### config.mk
export PLATFORM = sky130hd
export DESIGN_NAME = pwm_generator
export DESIGN_NICKNAME = d
export VERILOG_FILES = /design/src/rtl/pwm_generator_pkg.sv /design/src/rtl/pwm_generator_counter.sv /design/src/rtl/pwm_generator.sv
export SDC_FILE = /design/constraint.sdc
export NUM_CORES = 1
export LEC_CHECK = 0
export CORE_MARGIN = 4
export CORE_UTILIZATION = 55
export DETAILED_ROUTE_END_ITERATION = 10
export GPL_TIMING_DRIVEN = 0
export HOLD_SLACK_MARGIN = 0.08
export PLACE_DENSITY_LB_ADDON = 0.12
export SYNTH_ARGS = -nofsm -noshare
export SYNTH_HDL_FRONTEND = slang
export SYNTH_SLANG_ARGS = --single-unit
### constraint.sdc
create_clock -name clk -period 4.9 [get_ports clk]
set_clock_uncertainty 0.1 [all_clocks]
set_input_delay 1.225 -clock clk [delete_from_list [all_inputs] [get_ports clk]]
set_output_delay 1.225 -clock clk [all_outputs]
set_load 0.02 [all_outputs]
### src/rtl/pwm_generator_pkg.sv
// Shared types for the PWM generator: the operating mode decoded from rst/enable.
package pwm_generator_pkg;

  typedef enum logic [1:0] {
    MODE_RESET,
    MODE_IDLE,
    MODE_RUN
  } pwm_mode_e;

  // Reset outranks enable.
  function automatic pwm_mode_e decode_mode(input logic rst, input logic enable);
    if (rst)
      return MODE_RESET;
    else if (!enable)
      return MODE_IDLE;
    else
      return MODE_RUN;
  endfunction

endpackage

### src/rtl/pwm_generator_counter.sv
// Wrapping period counter with synchronous clear and a terminal-count flag.
module pwm_counter #(
  parameter int WIDTH = 8
) (
  input  logic             clk,
  input  logic             rst,
  input  logic             enable,
  input  logic             clear,
  output logic [WIDTH-1:0] cnt,
  output logic             tc
);

  localparam logic [WIDTH-1:0] ONE = {{(WIDTH-1){1'b0}}, 1'b1};

  always_ff @(posedge clk) begin
    if (rst || clear)
      cnt <= '0;
    else if (enable)
      cnt <= cnt + ONE;
  end

  // Marks the last cycle of a period while the counter is actually advancing.
  assign tc = enable && (&cnt);

endmodule

### src/rtl/pwm_generator.sv
// PWM generator: period of 2^WIDTH cycles, duty latched at period boundaries.
module pwm_generator
  import pwm_generator_pkg::*;
#(
  parameter int WIDTH = 8
) (
  input  logic             clk,
  input  logic             rst,
  input  logic             enable,
  input  logic [WIDTH-1:0] duty,
  output logic             pwm_out
);

  logic [WIDTH-1:0] cnt;
  logic [WIDTH-1:0] duty_q;
  logic             tc;
  pwm_mode_e        mode;

  assign mode = decode_mode(rst, enable);

  pwm_counter #(
    .WIDTH(WIDTH)
  ) u_counter (
    .clk    (clk),
    .rst    (rst),
    .enable (enable),
    .clear  (!enable),
    .cnt    (cnt),
    .tc     (tc)
  );

  // While idle the shadow duty tracks the input so a fresh enable starts with it.
  always_ff @(posedge clk) begin
    case (mode)
      MODE_RESET: begin
        duty_q  <= '0;
        pwm_out <= 1'b0;
      end
      MODE_IDLE: begin
        duty_q  <= duty;
        pwm_out <= 1'b0;
      end
      default: begin
        if (tc)
          duty_q <= duty;
        pwm_out <= (cnt < duty_q);
      end
    endcase
  end

endmodule

==> results by stage, run 1 <==
Placement:
- After legalization and detailed placement, the total HPWL measured about 1200 um.
- The post-placement worst setup slack is 1.816 ns.
- The quantity of I/O buffers inserted on ports is 11.
- In this run, placement finished with an instance count of between 100 and 150.
- The placer's final routability congestion estimate is 0.7659.
- In this run the cell area measured after placement is about 1000 sq um.

Outcome:
- The flow ran to the end, and the final reports show no timing, DRC or antenna violations.

STA:
- The minimum clock period after layout is 2.724 ns.
- The tightest hold margin is ~0.42 ns.
- The final max-slew violation count came to 0.
- The final count of negative-setup-slack endpoints is 0.
- Dividing the final minimum period by the clock period gives 55.58%.
- In the post-route analysis, the smallest setup slack over all paths is 2.176 ns.
- The upper clock frequency limit is approximately 370 MHz.
- In this run the tightest slew margin relative to its limit is around 23%.
- Setup repair after global routing left no endpoint under its margin.
- The final hold violation count is 0.
- Summed over all failing endpoints, the final setup total negative slack is 0 ns.
- The actual transition at the worst max-transition pin is 1.142 ns.

Clocking:
- The clock edge transition at the registers on the reported setup and hold paths is about 0.10 ns.
- The number of clock sinks seen by CTS is 17.
- The library cell used as clock root buffer is sky130_fd_sc_hd__clkbuf_4.
- Once the clock tree was built, the resizer swapped 0 gates to a different size.
- The number of clock buffers added by TritonCTS is 3.
- The total setup buffers inserted after CTS is 0.
- The number of hold buffers added after CTS is 0.
- For the worst-skew pair, the clock arrives at the later sink with an insertion delay of 0.29 ns.
- The clock tree from TritonCTS is built.
- CTS built an H-tree with a depth of 1.
- The clock tree buffer depth is 2.

Worst setup path:
- The reg-to-reg startpoint is u_counter.cnt[1]$_SDFFE_PN0P_.
- The combined buffer and inverter count along the critical path is 1.
- The slowest stage of the critical path is the sky130_fd_sc_hd__clkdlybuf4s50_1 cell.
- The worst setup path is captured at a register.
- The largest single stage delay on the critical path is 0.61 ns.
- The startpoint of the most critical setup path is rst.
- Data on the critical path arrives at its endpoint at 2.55 ns.
- Traced cell by cell, the critical path runs through clkdlybuf4s50_1 -> and2b_2 -> o21ai_0.
- The kind of cell with the highest combined delay along the critical path is buffers and inverters.
- The worst setup path category is primary input to register.
- The required arrival time at the worst endpoint is about 4.7 ns.
- The nature of the critical path startpoint is a primary input.
- The highest fanout seen on the critical path is 10.

Cells and area:
- The number of nets in the layout is 115.
- Measured on the finished design, the core utilization comes to 72.76%.
- The area overhead of the layout relative to synthesis is 18.41%.
- The number of diodes added for antenna fixing is 0.
- The final instance count without filler cells is 110.
- The finished cells cover approximately 1000 sq um.
- After filler insertion, the fill cell instance count of the layout stands at 104.
- The share of final-layout standard cells stronger than drive strength 1 is between 10 and 15%.

Floorplan:
- The die is 47.30 um tall.
- For this configuration, the core starts out at a cell density of 61.45%.
- The floorplan die width is about 47 um.
- The region available for standard cell placement spans 1383 sq um.
- The placement row count is 13.
- The boundary pin count is 12.
- The floorplan step defined a die boundary enclosing about 2200 sq um.

Logic synthesis:
- The share of the Yosys chip area taken by registers is between 40% and 50%.
- Ranked by instance count, the synthesized netlist is headed by sky130_fd_sc_hd__and2b_2 (9), sky130_fd_sc_hd__dfxtp_1 (9), sky130_fd_sc_hd__edfxtp_1 (8), sky130_fd_sc_hd__ha_1 (8), sky130_fd_sc_hd__inv_1 (8).
- The number of nets in the synthesized netlist is between 90 and 100.
- The primary flip-flop cell chosen by synthesis mapping is sky130_fd_sc_hd__dfxtp_1.
- For this run, asynchronously set or reset flops after synthesis account for 0%.
- The post-synthesis cell area is 849.6 sq um.
- Yosys attributes the largest share of cell area to sky130_fd_sc_hd__edfxtp_1 (28%), sky130_fd_sc_hd__dfxtp_1 (21%), sky130_fd_sc_hd__ha_1 (12%).
- In the synthesized netlist, the number of instances is 80.
- The share of synthesized area in the top cell type comes to 28.28%.
- The number of distinct library cells after synthesis is 22.
- The mean area per synthesized cell is 10.62 sq um.
- Summed over all instances, the cell type with the most area after synthesis is sky130_fd_sc_hd__edfxtp_1.
- In this run, synthesis inferred 8 flip-flops with an integrated enable.
- Yosys printed 0 warnings.
- The synthesized flop and latch total is 17.

Pwr:
- The highest ir drop seen on vdd is 0.2276 mV.
- The power density over the cells is 262.1 nW/um^2.
- In this run the static leakage power is 0.4168 nW.
- Overall power consumption after layout is estimated at ~0.26 mW.

Global routing:
- The total overflow left after global routing is 0.
- The largest net degree at the start of global routing is 11.
- The number of antenna violations at the first check in global routing was 0.
- The number of global-route vias before repair is around 560.
- The first global-routing pass estimated 2359 um of wire.
- Global routing consumed, over all layers together, 15.81% of the routing resources.

Routing:
- After detailed routing, the total wire length is roughly 1500 um.
- The detail route stage leaves a number of antenna-violating nets equal to 0.
- The first-pass iteration count of the detailed router is 4.
- The via count is about 610.
- The via count normalized by instance count is around 5.5.
- The number of violations reported at the end of detailed-routing iteration 0 is 13.
- In the routed design, unresolved DRC markers number 0.
- The routed wirelength normalized by instance count is between 10 and 15 um.

Worst hold path:
- The worst hold path begins at u_counter.cnt[0]$_SDFFE_PN0P_.
- The path class of the tightest hold or removal check is register to register.

Run:
- The number of max-cap violations is 0.
[logic make-up (layout without fill, tap and decap cells)]
kind of cell / Yosys count / in the layout / share of synthesized area [%]
AND/OR/NAND/NOR: 32 / 32 / 22.98
AO/OA/AOI/OAI: 11 / 11 / 7.805
flip-flops: 17 / 17 / 49.48
adder cells (fa/ha/maj): 8 / 8 / 11.78
buffers and inverters: 9 / 24 / 4.860
XOR/XNOR: 3 / 3 / 3.093
[worst reg2reg max path: cells and delay by family, from the launching register on]
kind                       cells  cell delay (ns)
and+or+nand+nor                1             0.17
DFF                            1             0.44
adders and majority gates      1             0.26
AOI/OAI and AO/OA              1             0.93
[area by class of cell]
cell class                      instances  area, sq um  area share [%]
Tap cell                               15        18.77           1.866
Sequential cell                        17        420.4           41.79
Buffer                                  1        11.26           1.119
Clock buffer                            3        22.52           2.239
Clock inverter                          1        5.005          0.4975
Multi-Input combinational cell         54        387.9           38.56
Timing Repair Buffer                   11        110.1           10.95
Inverter                                8        30.03           2.985
[state kept, by name (all words and copies together), names as in the netlist]
name,flops
duty_q,8
pwm_out,1
u_counter.cnt,8
[metal layers]
metal  vias to the layer above  track usage [%]  wire length [um]
met4                         0            7.735                19
li1                        313                -                 -
met2                        13            25.67               714
met1                       275            18.93               675
met3                         4            4.598                67
met5                         -                0                 0
[power breakdown]
| part | switching (mW) | internal (mW) | total (mW) |
|---|---|---|---|
| combinational | 0.0117 | 0.0165 | 0.0282 |
| sequential | 0.00256 | 0.156 | 0.158 |
| clock | 0.0469 | 0.0304 | 0.0773 |
[cells in the final DEF, fill, tap and decap left out, types with 2 or more instances in the layout]
| cell type | count |
|---|---|
| sky130_fd_sc_hd__a211oi_1 | 2 |
| sky130_fd_sc_hd__a21oi_1 | 2 |
| sky130_fd_sc_hd__and2b_2 | 9 |
| sky130_fd_sc_hd__clkbuf_4 | 3 |
| sky130_fd_sc_hd__clkdlybuf4s50_1 | 11 |
| sky130_fd_sc_hd__dfxtp_1 | 9 |
| sky130_fd_sc_hd__edfxtp_1 | 8 |
| sky130_fd_sc_hd__ha_1 | 8 |
| sky130_fd_sc_hd__inv_1 | 8 |
| sky130_fd_sc_hd__nand2_1 | 3 |
| sky130_fd_sc_hd__nand3_1 | 3 |
| sky130_fd_sc_hd__nand4_1 | 4 |
| sky130_fd_sc_hd__nor2_1 | 7 |
| sky130_fd_sc_hd__o21ai_0 | 5 |
| sky130_fd_sc_hd__or3_1 | 2 |
| sky130_fd_sc_hd__xor2_1 | 2 |
[worst paths after layout]
path / endpoint / cells after the start / slack, ns
setup / recovery: duty_q[6]$_SDFFCE_PP0P_ / 3 / 2.18
hold / removal: u_counter.cnt[0]$_SDFFE_PN0P_ / 1 / 0.42
setup reg to reg: duty_q[6]$_SDFFCE_PP0P_ / 3 / 2.63
hold reg to reg: u_counter.cnt[0]$_SDFFE_PN0P_ / 1 / 0.42
Power figures use the tool's default switching activity.
==> run 2: changes to the inputs <==
--- a/config.mk
+++ b/config.mk
@@ -6,7 +6,7 @@
 export NUM_CORES = 1
 export LEC_CHECK = 0
 export CORE_MARGIN = 4
-export CORE_UTILIZATION = 55
+export CORE_UTILIZATION = 46
 export DETAILED_ROUTE_END_ITERATION = 10
 export GPL_TIMING_DRIVEN = 0
 export HOLD_SLACK_MARGIN = 0.08
==> constraint.sdc (replaced) <==
create_clock -name clk -period 2.44 [get_ports clk]
set_clock_uncertainty 0.1 [all_clocks]
set_input_delay 0.61 -clock clk [delete_from_list [all_inputs] [get_ports clk]]
set_output_delay 0.61 -clock clk [all_outputs]
set_load 0.02 [all_outputs]
==> run 2 against run 1 <==
Net effect:
- critical path depth is the same
- clock power grew 99%
- sequential cell count is the same
- power grew 100%
- highest routed layer unchanged
==> results by stage, run 2 (synthesized netlist as in run 1, its figures left out) <==
Outcome:
- The flow ran to the end, and the final reports show no timing, DRC or antenna violations.

Clocking:
- The clock tree buffer depth is 2 (unchanged).
- The total of cells resized after clock tree synthesis is 0 (unchanged).
- The clock edge transition at the registers on the reported setup and hold paths is 0.10 ns (about the same).
- The root buffer cell chosen for the clock tree is sky130_fd_sc_hd__clkbuf_4.
- The number of clock sinks seen by CTS is 17 (unchanged).
- The number of hold buffers added after CTS was 0 (unchanged).
- The total setup buffers inserted after CTS is 0 (unchanged).
- The clock buffer count from CTS is 3 (unchanged).
- TritonCTS built the clock tree.
- The clock latency reported for the late side of the worst-skew pair was 0.30 ns (about the same).
- The number of levels the H-tree was split into is 1 (unchanged).

Placement:
- The placer's final routability congestion estimate is 0.7871 (+2.8%).
- The post-detailed-placement half-perimeter wirelength is 1066 um (-8.3%).
- The total placed instance area is 991.0 sq um (+1.3%).
- The quantity of I/O buffers inserted on ports is 11 (unchanged).
- The post-placement worst setup slack was -0.06109 ns (-1.877 ns).

Worst setup path:
- The depth of the worst register-to-register path is 3 (unchanged).
- The startpoint identified for the worst register-to-register timing path is u_counter.cnt[0]$_SDFFE_PN0P_.
- The required arrival time at the worst endpoint came to 2.26 ns (-2.46 ns).
- STA classifies the critical path endpoint as a register.
- The endpoint identified for the worst register-to-register timing path is duty_q[1]$_SDFFCE_PP0P_.
- The reg2reg setup slack is 0.22 ns (-2.41 ns).
- The setup path with the least slack is of type register to register.
- The data arrival time at the worst-slack endpoint was 2.03 ns (-0.52 ns).
- The highest fanout seen on the critical path came to 8 (-2).
- STA classifies the critical path startpoint as a register.

STA:
- The final count of negative-setup-slack endpoints is 0 (unchanged).
- In the finished design, the share of the clock period the worst path needs comes to 90.91%.
- The setup TNS came to 0 ns (unchanged).
- The final hold violation count is 0 (unchanged).
- The actual transition at the worst max-transition pin is 1.111 ns (-0.03056 ns).
- The final max-slew violation count came to 0 (unchanged).
- The relative slew slack is 25.13% (+2.1 points).
- The worst path needs around 2.2 ns of the cycle, external delays included.
- The worst-case setup margin in the final layout came to 0.2218 ns (-1.955 ns).
- Setup repair after global routing left no endpoint under its margin.
- The upper clock frequency limit is 450.8 MHz.

Floorplan:
- The die outline height is 50.98 um (+7.8%).
- The placement row count is 15 (+2).
- The boundary pin count is 12 (unchanged).
- The starting density of the core is 48.67% (-13 points).
- The placeable core area is 1745 sq um (+26%).
- The floorplan die width is 50.98 um (+7.8%).
- The die area is 2598 sq um (+16%).

Worst hold path:
- The startpoint of the lowest-slack hold path is u_counter.cnt[0]$_SDFFE_PN0P_.
- The destination of the worst hold path is u_counter.cnt[0]$_SDFFE_PN0P_.
- The type of the most critical hold path is register to register.
- The number of cells on the worst hold path is 1 (unchanged).

Routing:
- The final antenna-violating net count is 0 (unchanged).
- The DRC violation count after routing is 0 (unchanged).
- The via count is 631 (+4.3%).
- The routed wirelength normalized by instance count is 11.84 um (-12%).
- The number of violations reported at the end of detailed-routing iteration 0 is 9 (-4).
- The via count normalized by instance count is 5.258 (-4.4%).
- The total routed wirelength came to 1421 um (-3.7%).
- The first-pass iteration count of the detailed router was 4 (unchanged).

Pwr:
- The highest ir drop seen on vdd is 0.3331 mV (+46%).
- The static leakage is 0.4141 nW (-0.65%).
- The power density over the cells is 519.6 nW/um^2 (+98%).

Global routing:
- The largest net degree at the start of global routing is 11 (unchanged).
- The wire length of the first global-routing pass is 2408 um (+2.1%).
- The number of global-route vias before repair is 575 (+3.6%).
- The remaining global-route overflow was 0 (unchanged).
- The global-route usage over all layers is 12.77% (-3.0 points).
- The number of antenna violations at the first check in global routing is 0 (unchanged).

Cells and area:
- The top cell types in the final layout, fill and taps aside, are sky130_fd_sc_hd__clkdlybuf4s50_1 (11), sky130_fd_sc_hd__and2b_2 (9), sky130_fd_sc_hd__dfxtp_1 (9).
- The largest registers in the layout are duty_q x8, u_counter.cnt x8, pwm_out x1.
- The cell area after layout is 1017 sq um (+1.1%).
- The number of diodes added for antenna fixing is 0 (unchanged).
- From synthesis to final layout, the design area changed by 19.74%.
- Leaving out fill and tap cells, the most frequent cell in the layout is sky130_fd_sc_hd__clkdlybuf4s50_1.
- The number of fillers in the final layout was 155 (+49%).
- The share of final-layout standard cells stronger than drive strength 1 is 13.68% (-1.1 points).
- The number of nets in the layout is 115 (unchanged).

Run:
- The number of max-cap violations is 0 (unchanged).
-- run 2: changes by cell type in the layout (fill, tap and decap cells not counted) --
cell / before / now
sky130_fd_sc_hd__clkbuf_1: 0 / 1
sky130_fd_sc_hd__clkinv_2: 1 / 0
-- run 2: final cells by class --
type,instances,area [sq um],area share [%]
sequential,17,420.4,41.33
inverter,8,30.03,2.952
multi-input combinational,54,387.9,38.13
clock buffer,4,26.28,2.583
buffer,1,11.26,1.107
timing repair buffer,11,110.1,10.82
tap,25,31.28,3.075
-- run 2: metal layers --
metal / GRT usage [%] / vias to the layer above / wire [um]
met3: 3.499 / 5 / 52
met1: 14.63 / 300 / 666
met4: 8.520 / 0 / 40
li1: - / 314 / -
met5: 0 / - / 0
met2: 20.60 / 12 / 662
-- run 2: report_power, final --
group / switching [mW] / internal (mW) / leakage (nW)
sequential: 0.00504 / 0.313 / 0.159
combinational: 0.0233 / 0.0331 / 0.240
clock: 0.0908 / 0.0637 / 0.0150
total: 0.119 / 0.409 / 0.414
-- run 2: how the worst max path moves through the flow --
| stage | startpoint | to | slack [ns] | cells after the start |
|---|---|---|---|---|
| 3_3_place_gp | rst | duty_q[2]$_SDFFCE_PP0P_ | -0.04 | 3 |
| 2_1_floorplan | u_counter.cnt[0]$_SDFFE_PN0P_ | duty_q[0]$_SDFFCE_PP0P_ | 0.59 | 3 |
| 4_1_cts | u_counter.cnt[0]$_SDFFE_PN0P_ | duty_q[1]$_SDFFCE_PP0P_ | 0.21 | 3 |
| 3_5_place_dp | rst | duty_q[1]$_SDFFCE_PP0P_ | -0.06 | 3 |
| 6_report | u_counter.cnt[0]$_SDFFE_PN0P_ | duty_q[1]$_SDFFCE_PP0P_ | 0.22 | 3 |
| 5_1_grt | u_counter.cnt[1]$_SDFFE_PN0P_ | duty_q[4]$_SDFFCE_PP0P_ | 0.04 | 3 |
-- run 2: critical path: stages (launching register included) --
cell,delay (ns)
sky130_fd_sc_hd__dfxtp_1,0.43
sky130_fd_sc_hd__ha_1,0.24
sky130_fd_sc_hd__nand4_1,0.15
sky130_fd_sc_hd__o21ai_0,0.91
-- run 2: metrics by stage --
stage | hold WS (ns) | cells | power (mW) | util, %
after floorplan | 0.3529 | 80 | 0.3535 | -
after CTS | 0.4188 | 120 | 0.5280 | 58.28
after global routing | 0.4364 | 120 | 0.5589 | 58.28
after global placement | 0.3920 | 116 | 0.3787 | 56.77
after detailed placement | 0.3966 | 116 | 0.3811 | 56.77
final | 0.4239 | 120 | 0.5285 | 58.28
